File: config.mk
export PLATFORM = sky130hd
export DESIGN_NAME = rid_error_tracker_flat
export DESIGN_NICKNAME = d
export VERILOG_FILES = /design/src/rtl/rid_error_tracker_pkg.sv /design/src/rtl/rid_error_tracker_if.sv /design/src/rtl/rid_error_tracker_blank_timer.sv /design/src/rtl/rid_error_tracker.sv /design/src/flat_wrapper.sv
export SDC_FILE = /design/constraint.sdc
export NUM_CORES = 1
export LEC_CHECK = 0
export CORE_MARGIN = 3
export CORE_UTILIZATION = 49
export DETAILED_ROUTE_END_ITERATION = 12
export PLACE_DENSITY = 0.8
export SLEW_MARGIN = 20
export SYNTH_ARGS = -nofsm -noshare
export SYNTH_HDL_FRONTEND = slang
export SYNTH_SLANG_ARGS = --single-unit
File: constraint.sdc
create_clock -name clk -period 1.7 [get_ports clk]
set_input_delay 0.255 -clock clk [delete_from_list [all_inputs] [get_ports clk]]
set_output_delay 0.255 -clock clk [all_outputs]
set_load 0.05 [all_outputs]
File: src/rtl/rid_error_tracker_pkg.sv
// Shared types and width helpers for the DDR read-ID error tracker.
// Provides rid_w(), err_code_t and BLANK_W for the tracker slice.
package ddr_err_pkg;

  localparam int BLANK_W    = 4;
  localparam int CODE_W_DEF = 2;

  typedef logic [CODE_W_DEF-1:0] err_code_t;

  // ID width; at least one bit even for tiny ID spaces
  function automatic int rid_w(input int n);
    return (n <= 2) ? 1 : $clog2(n);
  endfunction

endpackage

File: src/rtl/rid_error_tracker_if.sv
// Error-report and clear bus into the read-ID error tracker.
// master: checker/arbiter side drives; slave: tracker consumes.
interface rid_error_tracker_if #(
  parameter int NUM_IDS = 4,
  parameter int CODE_W  = 2
);
  import ddr_err_pkg::*;

  localparam int RID_W = rid_w(NUM_IDS);

  logic              clear;
  logic [RID_W-1:0]  clear_rid;
  logic              err;
  logic [RID_W-1:0]  err_rid;
  logic [CODE_W-1:0] err_code;

  modport master (
    output clear, clear_rid,
    output err, err_rid, err_code
  );

  modport slave (
    input clear, clear_rid,
    input err, err_rid, err_code
  );

endinterface

File: src/rtl/rid_error_tracker_blank_timer.sv
// Per-ID post-clear blanking timer (module rid_blank_timer).
// Ports: clk, n_rst (sync, active-low), load, blanked.
module rid_blank_timer
  import ddr_err_pkg::*;
#(
  parameter int BLANK_CYCLES = 1
) (
  input  logic clk,
  input  logic n_rst,
  input  logic load,
  output logic blanked
);

  logic [BLANK_W-1:0] tmr_q;

  always_ff @(posedge clk) begin
    if (!n_rst) begin
      tmr_q <= '0;
    end else if (load) begin
      tmr_q <= BLANK_W'(BLANK_CYCLES);
    end else if (tmr_q != '0) begin
      tmr_q <= tmr_q - 1'b1;
    end
  end

  assign blanked = (tmr_q != '0);

endmodule

File: src/rtl/rid_error_tracker.sv
// Per-read-ID sticky error/code/multi-error tracker with blanking.
// Ports: clk, n_rst, bus (slave), error, multi_err, code_out, irq,
// err_cnt. ERR_TRK_CNT_EN adds per-ID saturating error counters.
module rid_error_tracker
  import ddr_err_pkg::*;
#(
  parameter int NUM_IDS      = 4,
  parameter int CODE_W       = 2,
  parameter int BLANK_CYCLES = 1,
  parameter int CNT_W        = 4
) (
  input  logic                      clk,
  input  logic                      n_rst,
  rid_error_tracker_if.slave        bus,
  output logic [NUM_IDS-1:0]        error,
  output logic [NUM_IDS-1:0]        multi_err,
  output logic [NUM_IDS*CODE_W-1:0] code_out,
  output logic                      irq,
  output logic [NUM_IDS*CNT_W-1:0]  err_cnt
);

  localparam int RID_W = rid_w(NUM_IDS);

  logic [NUM_IDS-1:0] blanked;

  for (genvar i = 0; i < NUM_IDS; i++) begin : g_id
    localparam logic [RID_W-1:0] ID = RID_W'(i);

    logic              clr_hit;
    logic              acc;
    logic              err_q;
    logic              mul_q;
    logic [CODE_W-1:0] code_q;

    // rids >= NUM_IDS never match any slot, so they are ignored
    assign clr_hit = bus.clear && (bus.clear_rid == ID);
    assign acc     = bus.err && (bus.err_rid == ID)
                   && !blanked[i] && !clr_hit;

    rid_blank_timer #(
      .BLANK_CYCLES (BLANK_CYCLES)
    ) u_tmr (
      .clk     (clk),
      .n_rst   (n_rst),
      .load    (clr_hit),
      .blanked (blanked[i])
    );

    always_ff @(posedge clk) begin
      if (!n_rst) begin
        err_q  <= 1'b0;
        mul_q  <= 1'b0;
        code_q <= '0;
      end else if (clr_hit) begin
        err_q  <= 1'b0;
        mul_q  <= 1'b0;
        code_q <= '0;
      end else if (acc) begin
        if (!err_q) begin
          err_q  <= 1'b1;
          code_q <= bus.err_code;
        end else begin
          mul_q  <= 1'b1;
        end
      end
    end

    assign error[i]                    = err_q;
    assign multi_err[i]                = mul_q;
    assign code_out[i*CODE_W +: CODE_W] = code_q;

`ifdef ERR_TRK_CNT_EN
    logic [CNT_W-1:0] cnt_q;

    always_ff @(posedge clk) begin
      if (!n_rst) begin
        cnt_q <= '0;
      end else if (clr_hit) begin
        cnt_q <= '0;
      end else if (acc && (cnt_q != '1)) begin
        cnt_q <= cnt_q + 1'b1;
      end
    end

    assign err_cnt[i*CNT_W +: CNT_W] = cnt_q;
`else
    assign err_cnt[i*CNT_W +: CNT_W] = '0;
`endif
  end

  assign irq = |error;

endmodule

File: src/flat_wrapper.sv
// flat-port wrapper written by rule: the top's interface ports become plain ports
module rid_error_tracker_flat import ddr_err_pkg::*;
#(
  parameter int NUM_IDS      = 4,
  parameter int CODE_W       = 2,
  parameter int BLANK_CYCLES = 1,
  parameter int CNT_W        = 4
)
  (clk, n_rst, error, multi_err, code_out, irq, err_cnt, bus_clear, bus_clear_rid, bus_err, bus_err_rid, bus_err_code);
  rid_error_tracker_if #(.NUM_IDS(NUM_IDS), .CODE_W(CODE_W)) bus_i ();
  input  logic clk;
  input  logic n_rst;
  output logic [NUM_IDS-1:0] error;
  output logic [NUM_IDS-1:0] multi_err;
  output logic [NUM_IDS*CODE_W-1:0] code_out;
  output logic irq;
  output logic [NUM_IDS*CNT_W-1:0] err_cnt;
  input wire logic [$bits(bus_i.clear)-1:0] bus_clear;
  input wire logic [$bits(bus_i.clear_rid)-1:0] bus_clear_rid;
  input wire logic [$bits(bus_i.err)-1:0] bus_err;
  input wire logic [$bits(bus_i.err_rid)-1:0] bus_err_rid;
  input wire logic [$bits(bus_i.err_code)-1:0] bus_err_code;
  assign bus_i.clear = bus_clear;
  assign bus_i.clear_rid = bus_clear_rid;
  assign bus_i.err = bus_err;
  assign bus_i.err_rid = bus_err_rid;
  assign bus_i.err_code = bus_err_code;
  rid_error_tracker #(.NUM_IDS(NUM_IDS), .CODE_W(CODE_W), .BLANK_CYCLES(BLANK_CYCLES), .CNT_W(CNT_W)) u_core (.clk(clk), .n_rst(n_rst), .bus(bus_i), .error(error), .multi_err(multi_err), .code_out(code_out), .irq(irq), .err_cnt(err_cnt));
endmodule
==> results by group <==
STA
  – Final setup skew: 0.00732 ns
  – RSZ-0062 raised after global routing: yes
  – Final setup TNS: 0 ns
  – Slack of the critical path: 0.0310 ns
  – Hold Violations, Final: 0
  – Final setup violation count: 0
  – Fmax: 599 MHz
  – Final Critical Period: 1.67 ns
  – Max Slew Vio Count: 0
  – WHS: 0.482 ns
  – Fin crit share: 98.2%

Synth
  – Seq/Total Area, Yosys: 37.3%
  – Cell Area, Synth: 1720 sq um
  – Async set-reset flop share out of synthesis: 0%
  – Post-synth EDFFs: 0
  – Ys flop type: dfxtp_1
  – Ys Warns: 0
  – Register bit total from synthesis: 32
  – Synth cell types: 35
  – Avg Inst Size Synth: 9.43 sq um
  – Cells after Synth: 182

Layout
  – Commonest cells after routing, fill and taps aside: dfxtp_1, buf_4, conb_1
  – # nets final: 225
  – Share of layout cells above drive strength 1: 20.7%
  – Post-route insts no fill: 252
  – Most common cell after layout, fill and taps aside: dfxtp_1
  – Filler cells: 303
  – Area Overhead vs Synth: 16.2%
  – Ant diodes: 0

Pwr
  – P per Cell Area: 1550 nW/um^2
  – Peak VDD IR: 0.00109 V
  – P_leak: 0.000806 uW
  – Tot Pwr: 3090 uW

Critical path
  – WS Path Type: reg -> out
  – Worst EP required: 1.44 ns
  – Maximum fanout along the worst path: 6
  – Worst Setup End Kind: output pin
  – Worst path arrival time: 1.41 ns
  – Startpoint Class: flop

Placed design
  – Placer's final routability congestion estimate: 0.769
  – DP Cell Count: 243
  – Pre-CTS WS: 0.156 ns
  – Hpwl dp: 2300 um
  – Port bufs: 26

CTS
  – # hold bufs at CTS: 0
  – H-tree depth: 2
  – Cts bufs inserted: 5
  – Clock Path Buffers: 2
  – Clock Pin Slew Worst Setup and Hold Paths: 0.10 ns
  – Clock Latency Late Sink: 0.33 ns
  – CTS sink cnt: 32
  – Clock root buffer: clkbuf_4
  – CTS tree: done

Floorplanning
  – DIE AREA: 4250 sq um
  – Core Region: 3200 sq um
  – Chip width: 65.2 um
  – Initial Util: 53.6%
  – Ports: 43
  – Die H: 65.2 um
  – Site Rows: 20

Global route
  – Total track usage: 15.6%
  – Vias in the first global route: 1,102
  – Initial antenna violation count: 0
  – Largest net degree at the start of global routing: 14
  – First-pass GRT wire length: 4950 um
  – Total congestion overflow: 0

Routing
  – WL/cell: 12.4 um
  – Via count: 1,279
  – Vias per inst: 5.08
  – DR iter-0 viols: 71
  – Post-route ant nets: 0
  – 1st-pass router iterations: 4
  – DRC: 0
  – Final wirelength: 3130 um

Hold path
  – Worst Hold Class: reg -> reg

Job
  – Max_cap viols: 0

Run status
  – Status: finished, final reports clean
per-layer routing:
| layer | global-route usage [%] | vias up | share of wire (%) |
|---|---|---|---|
| li1 | - | 652 | - |
| met1 | 20.6 | 578 | 47 |
| met2 | 22.4 | 42 | 44 |
| met3 | 4.96 | 7 | 7.0 |
| met4 | 8.55 | 0 | 2.2 |
| met5 | 0 | - | 0 |
Yosys cell counts, types with 4 or more instances:
| library cell | instances | area (sq um) |
|---|---|---|
| dfxtp_1 | 32 | 641 |
| buf_4 | 24 | 180 |
| nor2_1 | 12 | 45.0 |
| nor3_1 | 12 | 60.1 |
| xnor2_1 | 12 | 105 |
| a21oi_1 | 11 | 55.1 |
| inv_1 | 9 | 33.8 |
| nand3_1 | 9 | 45.0 |
| ha_1 | 8 | 100 |
| o21ai_1 | 8 | 40.0 |
| nor3b_4 | 4 | 75.1 |
final cells by class:
class | count | area (sq um) | share of cell area (%)
Multi-Input combinational cell | 129 | 906 | 45.4
Sequential cell | 32 | 648 | 32.5
Timing Repair Buffer | 30 | 255 | 12.8
Clock buffer | 7 | 65.1 | 3.26
Tap cell | 44 | 55.1 | 2.76
Inverter | 9 | 33.8 | 1.69
Clock inverter | 1 | 30.0 | 1.51
per-stage QoR:
step / utilization, % / area (sq um)
after floorplan: - / 1770
after global placement: 58.4 / 1870
after detailed placement: 58.4 / 1870
after CTS: 61.6 / 1970
after global routing: 62.2 / 1990
final: 62.2 / 1990
power by group:
group	leakage, uW	internal [uW]	switching (uW)
combinational	0.000492	650	744
clock	0.0000515	390	261
sequential	0.000263	903	140
total	0.000806	1940	1140
kinds of logic (layout without fill, tap and decap cells):
| logic type | count (synthesis) | after routing | share of synthesized area [%] |
|---|---|---|---|
| adders and majority gates | 8 | 8 | 5.84 |
| other | 1 | 16 | 0.219 |
| and+or+nand+nor | 61 | 61 | 25.7 |
| xor gates and xnor gates | 12 | 12 | 6.13 |
| AOI/OAI and AO/OA | 32 | 32 | 11.5 |
| buffers and inverters | 36 | 47 | 13.3 |
| DFF | 32 | 32 | 37.3 |
state kept, by name, summed over array words and instances (netlist names):
signal,count
u_core.g_id.u_tmr.tmr_q,16
u_core.g_id.code_q,8
u_core.g_id.err_q,4
u_core.g_id.mul_q,4
path summary, 6_finish.rpt:
path                                                                 start                               endpoint  slack, ns  cells past startpoint
worst max-delay path                     u_core.g_id[1].err_q$_SDFFE_PP0P_                                    irq       0.03                      2
worst min register to register           u_core.g_id[0].mul_q$_SDFFE_PP0P_      u_core.g_id[0].mul_q$_SDFFE_PP0P_       0.48                      2
worst max register to register  u_core.g_id[2].u_tmr.tmr_q[0]$_SDFFE_PN0P_  u_core.g_id[2].code_q[0]$_SDFFE_PP0P_       0.34                      5
worst min-delay path                     u_core.g_id[0].mul_q$_SDFFE_PP0P_      u_core.g_id[0].mul_q$_SDFFE_PP0P_       0.48                      2
timing repair:
action                                  CTS  global route
endpoints found under the setup margin    1             1
pin swaps                                 0             1
buffers inserted                          0             1
resized for setup                         2             5
worst max-delay path, stage by stage, from the launching register on:
cell and delay [ns]:
dfxtp_4 0.37, or4_4 0.53, buf_8 0.17
(Power assumes the default switching activity.)
